--- src/rtl/shake_arb_pkg.sv ---
// Shared types and constants for the SHAKE256 session arbiter.
package shake_arb_pkg;

  typedef enum logic [1:0] {
    IDLE  = 2'd0,
    OWN   = 2'd1,
    FLUSH = 2'd2
  } state_t;

  localparam int unsigned FLUSH_CYCLES = 1;

  // last_len must encode 0..DATA_IN_BITS inclusive.
  function automatic int unsigned len_width(input int unsigned data_in_bits);
    return $clog2(data_in_bits) + 1;
  endfunction

endpackage

--- src/rtl/shake_arbiter_rr_pick.sv ---
// Round-robin priority encoder: first set req scanning from last_owner+1 modulo NREQ.
module rr_pick #(
  parameter int unsigned NREQ  = 3,
  parameter int unsigned IDX_W = (NREQ > 1) ? $clog2(NREQ) : 1
) (
  input  logic [NREQ-1:0]  req,
  input  logic [IDX_W-1:0] last_owner,
  output logic [IDX_W-1:0] winner,
  output logic             any_req
);

  assign any_req = |req;

  // Walk from lowest to highest priority so the closest set req overwrites last.
  always_comb begin
    winner = '0;
    for (int k = int'(NREQ); k >= 1; k--) begin
      if (req[(int'(last_owner) + k) % int'(NREQ)]) begin
        winner = IDX_W'((int'(last_owner) + k) % int'(NREQ));
      end
    end
  end

endmodule

--- src/rtl/shake_arbiter.sv ---
// Shares one SHAKE256 core among NREQ samplers, granting whole sessions round-robin
// with a core flush between owners.
module shake_arbiter
  import shake_arb_pkg::*;
#(
  parameter int unsigned NREQ          = 3,
  parameter int unsigned DATA_IN_BITS  = 64,
  parameter int unsigned DATA_OUT_BITS = 64,
  parameter int unsigned LEN_W         = len_width(DATA_IN_BITS)
) (
  input  logic                          clk,
  input  logic                          rst,
  input  logic [NREQ-1:0]               req,
  output logic [NREQ-1:0]               grant,
  output logic                          busy,
  input  logic [NREQ-1:0]               r_force_rst,
  input  logic [NREQ*DATA_IN_BITS-1:0]  r_data_in,
  input  logic [NREQ-1:0]               r_in_valid,
  input  logic [NREQ-1:0]               r_in_last,
  input  logic [NREQ*LEN_W-1:0]         r_last_len,
  input  logic [NREQ-1:0]               r_out_ready,
  output logic [NREQ-1:0]               r_in_ready,
  output logic [NREQ-1:0]               r_out_valid,
  output logic [DATA_OUT_BITS-1:0]      r_data_out,
  output logic                          s_force_rst,
  output logic [DATA_IN_BITS-1:0]       s_data_in,
  output logic                          s_in_valid,
  output logic                          s_in_last,
  output logic [LEN_W-1:0]              s_last_len,
  output logic                          s_out_ready,
  input  logic                          s_in_ready,
  input  logic                          s_out_valid,
  input  logic [DATA_OUT_BITS-1:0]      s_data_out
);

  localparam int unsigned IDX_W   = (NREQ > 1) ? $clog2(NREQ) : 1;
  localparam int unsigned FLUSH_W = $clog2(FLUSH_CYCLES + 1);

  state_t               state;
  logic [IDX_W-1:0]     last_owner;
  logic [FLUSH_W-1:0]   flush_cnt;
  logic [IDX_W-1:0]     winner;
  logic                 any_req;
  logic [NREQ-1:0]      winner_oh;

  rr_pick #(
    .NREQ  (NREQ),
    .IDX_W (IDX_W)
  ) u_rr_pick (
    .req        (req),
    .last_owner (last_owner),
    .winner     (winner),
    .any_req    (any_req)
  );

  assign winner_oh = NREQ'(1) << winner;

  // Session FSM: grant and owner pointer only change here.
  always_ff @(posedge clk) begin
    if (rst) begin
      state      <= IDLE;
      grant      <= '0;
      last_owner <= IDX_W'(NREQ - 1);
      flush_cnt  <= '0;
    end else begin
      case (state)
        IDLE: begin
          if (any_req) begin
            grant      <= winner_oh;
            last_owner <= winner;
            state      <= OWN;
          end
        end
        OWN: begin
          if (!req[last_owner]) begin
            grant     <= '0;
            flush_cnt <= '0;
            state     <= FLUSH;
          end
        end
        FLUSH: begin
          if (flush_cnt == FLUSH_W'(FLUSH_CYCLES - 1)) begin
            state <= IDLE;
          end else begin
            flush_cnt <= FLUSH_W'(flush_cnt + 1'b1);
          end
        end
        default: state <= IDLE;
      endcase
    end
  end

  assign busy       = (state != IDLE);
  assign r_data_out = s_data_out;

  // Owner mux; with no grant everything toward the core is zero except the flush pulse.
  always_comb begin
    s_force_rst = (state == FLUSH);
    s_data_in   = '0;
    s_in_valid  = 1'b0;
    s_in_last   = 1'b0;
    s_last_len  = '0;
    s_out_ready = 1'b0;
    r_in_ready  = '0;
    r_out_valid = '0;
    for (int i = 0; i < int'(NREQ); i++) begin
      if (grant[i]) begin
        s_force_rst    = r_force_rst[i];
        s_data_in      = r_data_in[i*DATA_IN_BITS +: DATA_IN_BITS];
        s_in_valid     = r_in_valid[i];
        s_in_last      = r_in_last[i];
        s_last_len     = r_last_len[i*LEN_W +: LEN_W];
        s_out_ready    = r_out_ready[i];
        r_in_ready[i]  = s_in_ready;
        r_out_valid[i] = s_out_valid;
      end
    end
  end

endmodule
--- config.mk ---
export PLATFORM = sky130hd
export DESIGN_NAME = shake_arbiter
export DESIGN_NICKNAME = d
export VERILOG_FILES = /design/src/rtl/shake_arb_pkg.sv /design/src/rtl/shake_arbiter_rr_pick.sv /design/src/rtl/shake_arbiter.sv
export SDC_FILE = /design/constraint.sdc
export NUM_CORES = 1
export LEC_CHECK = 0
export CAP_MARGIN = 20
export CORE_AREA = 2 2 171 173
export CTS_CLUSTER_DIAMETER = 120
export DETAILED_ROUTE_END_ITERATION = 6
export DIE_AREA = 0 0 173 175
export MAX_ROUTING_LAYER = met4
export PLACE_DENSITY = 0.39
export SLEW_MARGIN = 10
export SYNTH_ARGS = -nofsm -noshare
export SYNTH_HDL_FRONTEND = slang
export SYNTH_SLANG_ARGS = --single-unit
export TNS_END_PERCENT = 1
--- constraint.sdc ---
create_clock -name clk -period 2.7 [get_ports clk]
set_input_delay 0.405 -clock clk [delete_from_list [all_inputs] [get_ports clk]]
set_output_delay 0.405 -clock clk [all_outputs]
set_load 0.01 [all_outputs]
==> impl_metrics.yaml <==
run_status:
  outcome: "complete, no violations"
global_routing:
  grt_start_max_net_pins: 66
  grt_overflow_total: 0
  antenna_found_initial: 0
  grt_util_met2: 0.173
  use_met1: 0.0983
  grt_util_all_layers: 0.0993
  grt-busiest-layer: "met2"
  grt_pass1_vias: 3711
  use_met3: 0.0516
  grt_pass1_wl_mm: 22.8
power:
  internal_power_mw: 1.40
  seqPwrFrac: 0.077
  peakVddDrop_mv: 0.213
  swShare: 0.393
  switching_power_mw: 0.909
  clkPwrFrac: 0.107
  leakage_nw: 1.82
  combPwrFrac: 0.816
  p_per_area_nw_per_um2: 410
min_path:
  hold_path.startpoint: "state[0]"
  holdPathStages: 2
  hold_path.class: "reg -> reg"
  hold-path-endpoint: "state[1]"
cells_and_area:
  final_cell_mix: "314 x clkdlybuf4s50_1, 80 x nand2_1, 74 x a22oi_1, 74 x o21ai_0, 8 x and2_1"
  num-fill-cells: 3213
  drive_above_1_share: 0.0289
  syn_to_final_growth_pct: 137
  final_common_cell: "clkdlybuf4s50_1"
  num_antenna_cells: 0
  layoutNonFillerInstCount: 1007
  final_area_um2: 5640
  fin_nets: 924
cts:
  clock-root-buffer: "clkbuf_16"
  cts_tree: "built"
  clk_latency_ps: 230
  cts_hold_buf: 0
  clk_pin_slew_ps: 40
  htreeDepth: 1
  clock-sinks: 7
  cts_inserted_buffers: 3
  clk_path_buf_depth: 2
timing:
  tns_ps: 0
  setup_viol: 0
  rsz0062_at_grt: "false"
  fin_skew_ps: 1.15
  hold_viol_final: 0
  holdWs_ps: 533
  drv_slew: 0
  min_period_ps: 2580
  tightestPinTransition_ps: 462
  relSlewSlack: 0.690
  clock.fmax_mhz: 387
  fin_crit_sh: 0.956
yosys:
  synth.distinct_cells: 36
  yosys_warnings: 0
  syn_area_per_cell_um2: 6.08
  syn-cell-area_um2: 2380
  synth_seq_area_share: 0.0588
  synth_fp_nets: 692
  synth-seq-cells: 7
  synthCells: 392
critical_path:
  r2r_start: "last_owner[0]"
  crit_fanout: 18
  critPathTopFamily: "buffers and inverters"
  cp-start-kind: "register"
  reg2reg_slack_ps: 870
  required_ps: 2300
  worstPathCellList: "inv_1 -> nor2_4 -> buf_12 -> buf_4 -> a22oi_1 -> o21ai_0 -> clkdlybuf4s50_1"
  critPathKind: "reg -> out"
  cpMaxStageDelayCell: "clkdlybuf4s50_1"
  worst-path-buf-inv: 4
  cp.arrival_ps: 2180
  r2r-end: "grant[0]"
  worstSetupEndpointType: "output port"
  r2r_cells: 6
  critPathMaxStageDelay_ps: 580
die:
  start_util: 0.0840
  io_pins: 445
  num_rows: 62
  fp.dieW_um: 173
  die-area_um2: 30300
  die_y_um: 175
  coreArea_um2: 28400
placed_design:
  dp_cells: 1003
  globalplace.congestion: 0.895
  hpwl_mm: 13.6
  placed_cell_area_um2: 5550
  numPortBuffers: 316
run:
  maxCapViolations: 0
routing:
  avgViaCountPerCell: 3.65
  ant_nets: 0
  drtPass1Iterations: 4
  via_count: 3671
  wl_per_cell_um: 15.9
  finalWirelength_mm: 16.0
  drt-initial-drc-count: 115
  drc: 0
[kinds of logic (layout without fill, tap and decap cells)]
kind of cell	Yosys count	in the layout	share of synthesized area
compound gates	168	168	0.449
mux	1	1	0.00420
fa+ha+maj	4	4	0.0210
simple gates	106	106	0.193
buf+inv	106	337	0.273
flops	7	7	0.0588
[power groups by stage]
stage / sequential [mW] / clock, mW / combinational [mW]
2_1_floorplan: 0.144 / 0 / 0.846
3_3_place_gp: 0.184 / 0 / 1.92
3_5_place_dp: 0.183 / 0 / 1.90
4_1_cts: 0.181 / 0.253 / 1.91
5_1_grt: 0.186 / 0.260 / 2.04
6_report: 0.178 / 0.248 / 1.89
[state kept, by name, summed over array words and instances, names as in the netlist]
signal      cells
grant           3
state           2
last_owner      2
[area by class of cell]
| cell class | instances | area [um^2] | area share |
|---|---|---|---|
| Sequential cell | 7 | 148 | 0.0262 |
| Inverter | 7 | 26.3 | 0.00466 |
| Tap cell | 384 | 480 | 0.0852 |
| Clock buffer | 4 | 78.8 | 0.0140 |
| Timing Repair Buffer | 326 | 3310 | 0.586 |
| Multi-Input combinational cell | 279 | 1600 | 0.284 |
[cells in the mapped netlist]
| cell | instances | share of area |
|---|---|---|
| nand2_1 | 80 | 0.13 |
| a22oi_1 | 74 | 0.23 |
| o21ai_0 | 74 | 0.16 |
| buf_4 | 64 | 0.20 |
| clkbuf_1 | 21 | 0.033 |
| buf_2 | 11 | 0.023 |
| and2_1 | 8 | 0.021 |
| dfxtp_1 | 7 | 0.059 |
| inv_1 | 7 | 0.011 |
| a21oi_1 | 4 | 0.0084 |
| ha_1 | 4 | 0.021 |
| nand2b_1 | 4 | 0.010 |
| nor2_1 | 4 | 0.0063 |
| buf_1 | 3 | 0.0047 |
| o21ai_1 | 3 | 0.0063 |
| o32ai_1 | 3 | 0.011 |
| nor3_1 | 2 | 0.0042 |
| a211oi_1 | 1 | 0.0032 |
| a21boi_0 | 1 | 0.0032 |
| a2bb2oi_1 | 1 | 0.0037 |
| a311oi_1 | 1 | 0.0037 |
| a31o_1 | 1 | 0.0037 |
| mux2i_1 | 1 | 0.0042 |
| nand3_1 | 1 | 0.0021 |
| nand3b_1 | 1 | 0.0032 |
| nand4b_1 | 1 | 0.0037 |
| nor2b_1 | 1 | 0.0026 |
| nor4_1 | 1 | 0.0026 |
| o21a_1 | 1 | 0.0032 |
| o22ai_1 | 1 | 0.0026 |
| o311ai_0 | 1 | 0.0037 |
| o41a_1 | 1 | 0.0047 |
| o41ai_1 | 1 | 0.0037 |
| or2_1 | 1 | 0.0026 |
| or2_4 | 1 | 0.0037 |
| or3_4 | 1 | 0.0047 |
[worst min-delay path, delay by kind of cell, from the launching register on]
kind               cells  cell delay (ps)
AOI/OAI and AO/OA      1               40
DFF                    1              340
and+or+nand+nor        1              100
[layer usage]
metal	vias up	part of all wire
li1	1808	-
met2	263	0.49
met5	-	0
met3	20	0.13
met1	1580	0.36
met4	0	0.022
[per-stage QoR]
step | util | power, mW | worst slack [ps]
final | 0.199 | 2.31 | 119
after global routing | 0.199 | 2.49 | 9.32
after CTS | 0.198 | 2.35 | 99.2
after detailed placement | 0.196 | 2.09 | 298
after global placement | 0.196 | 2.11 | 308
after floorplan | - | 0.990 | 917
[repair_timing]
action / 4_1_cts / 5_1_grt
gates resized for setup: 0 / 2
setup endpoints to repair: 0 / 2
setup buffers: 0 / 0
endpoints found under the hold margin: 0 / 0
[worst max path at each step]
| stage | from | slack, ps | end | cells past startpoint |
|---|---|---|---|---|
| 6_report | grant[0] | 120 | s_data_in[33] | 7 |
| 5_1_grt | grant[0] | 9 | s_data_in[33] | 7 |
| 4_1_cts | grant[1] | 100 | s_in_last | 4 |
| 3_5_place_dp | r_in_last[0] | 300 | s_in_last | 4 |
| 3_3_place_gp | r_force_rst[0] | 310 | s_force_rst | 6 |
| 2_1_floorplan | grant[1] | 920 | s_data_in[35] | 5 |
Note: power is estimated with default switching activity, not from simulation.
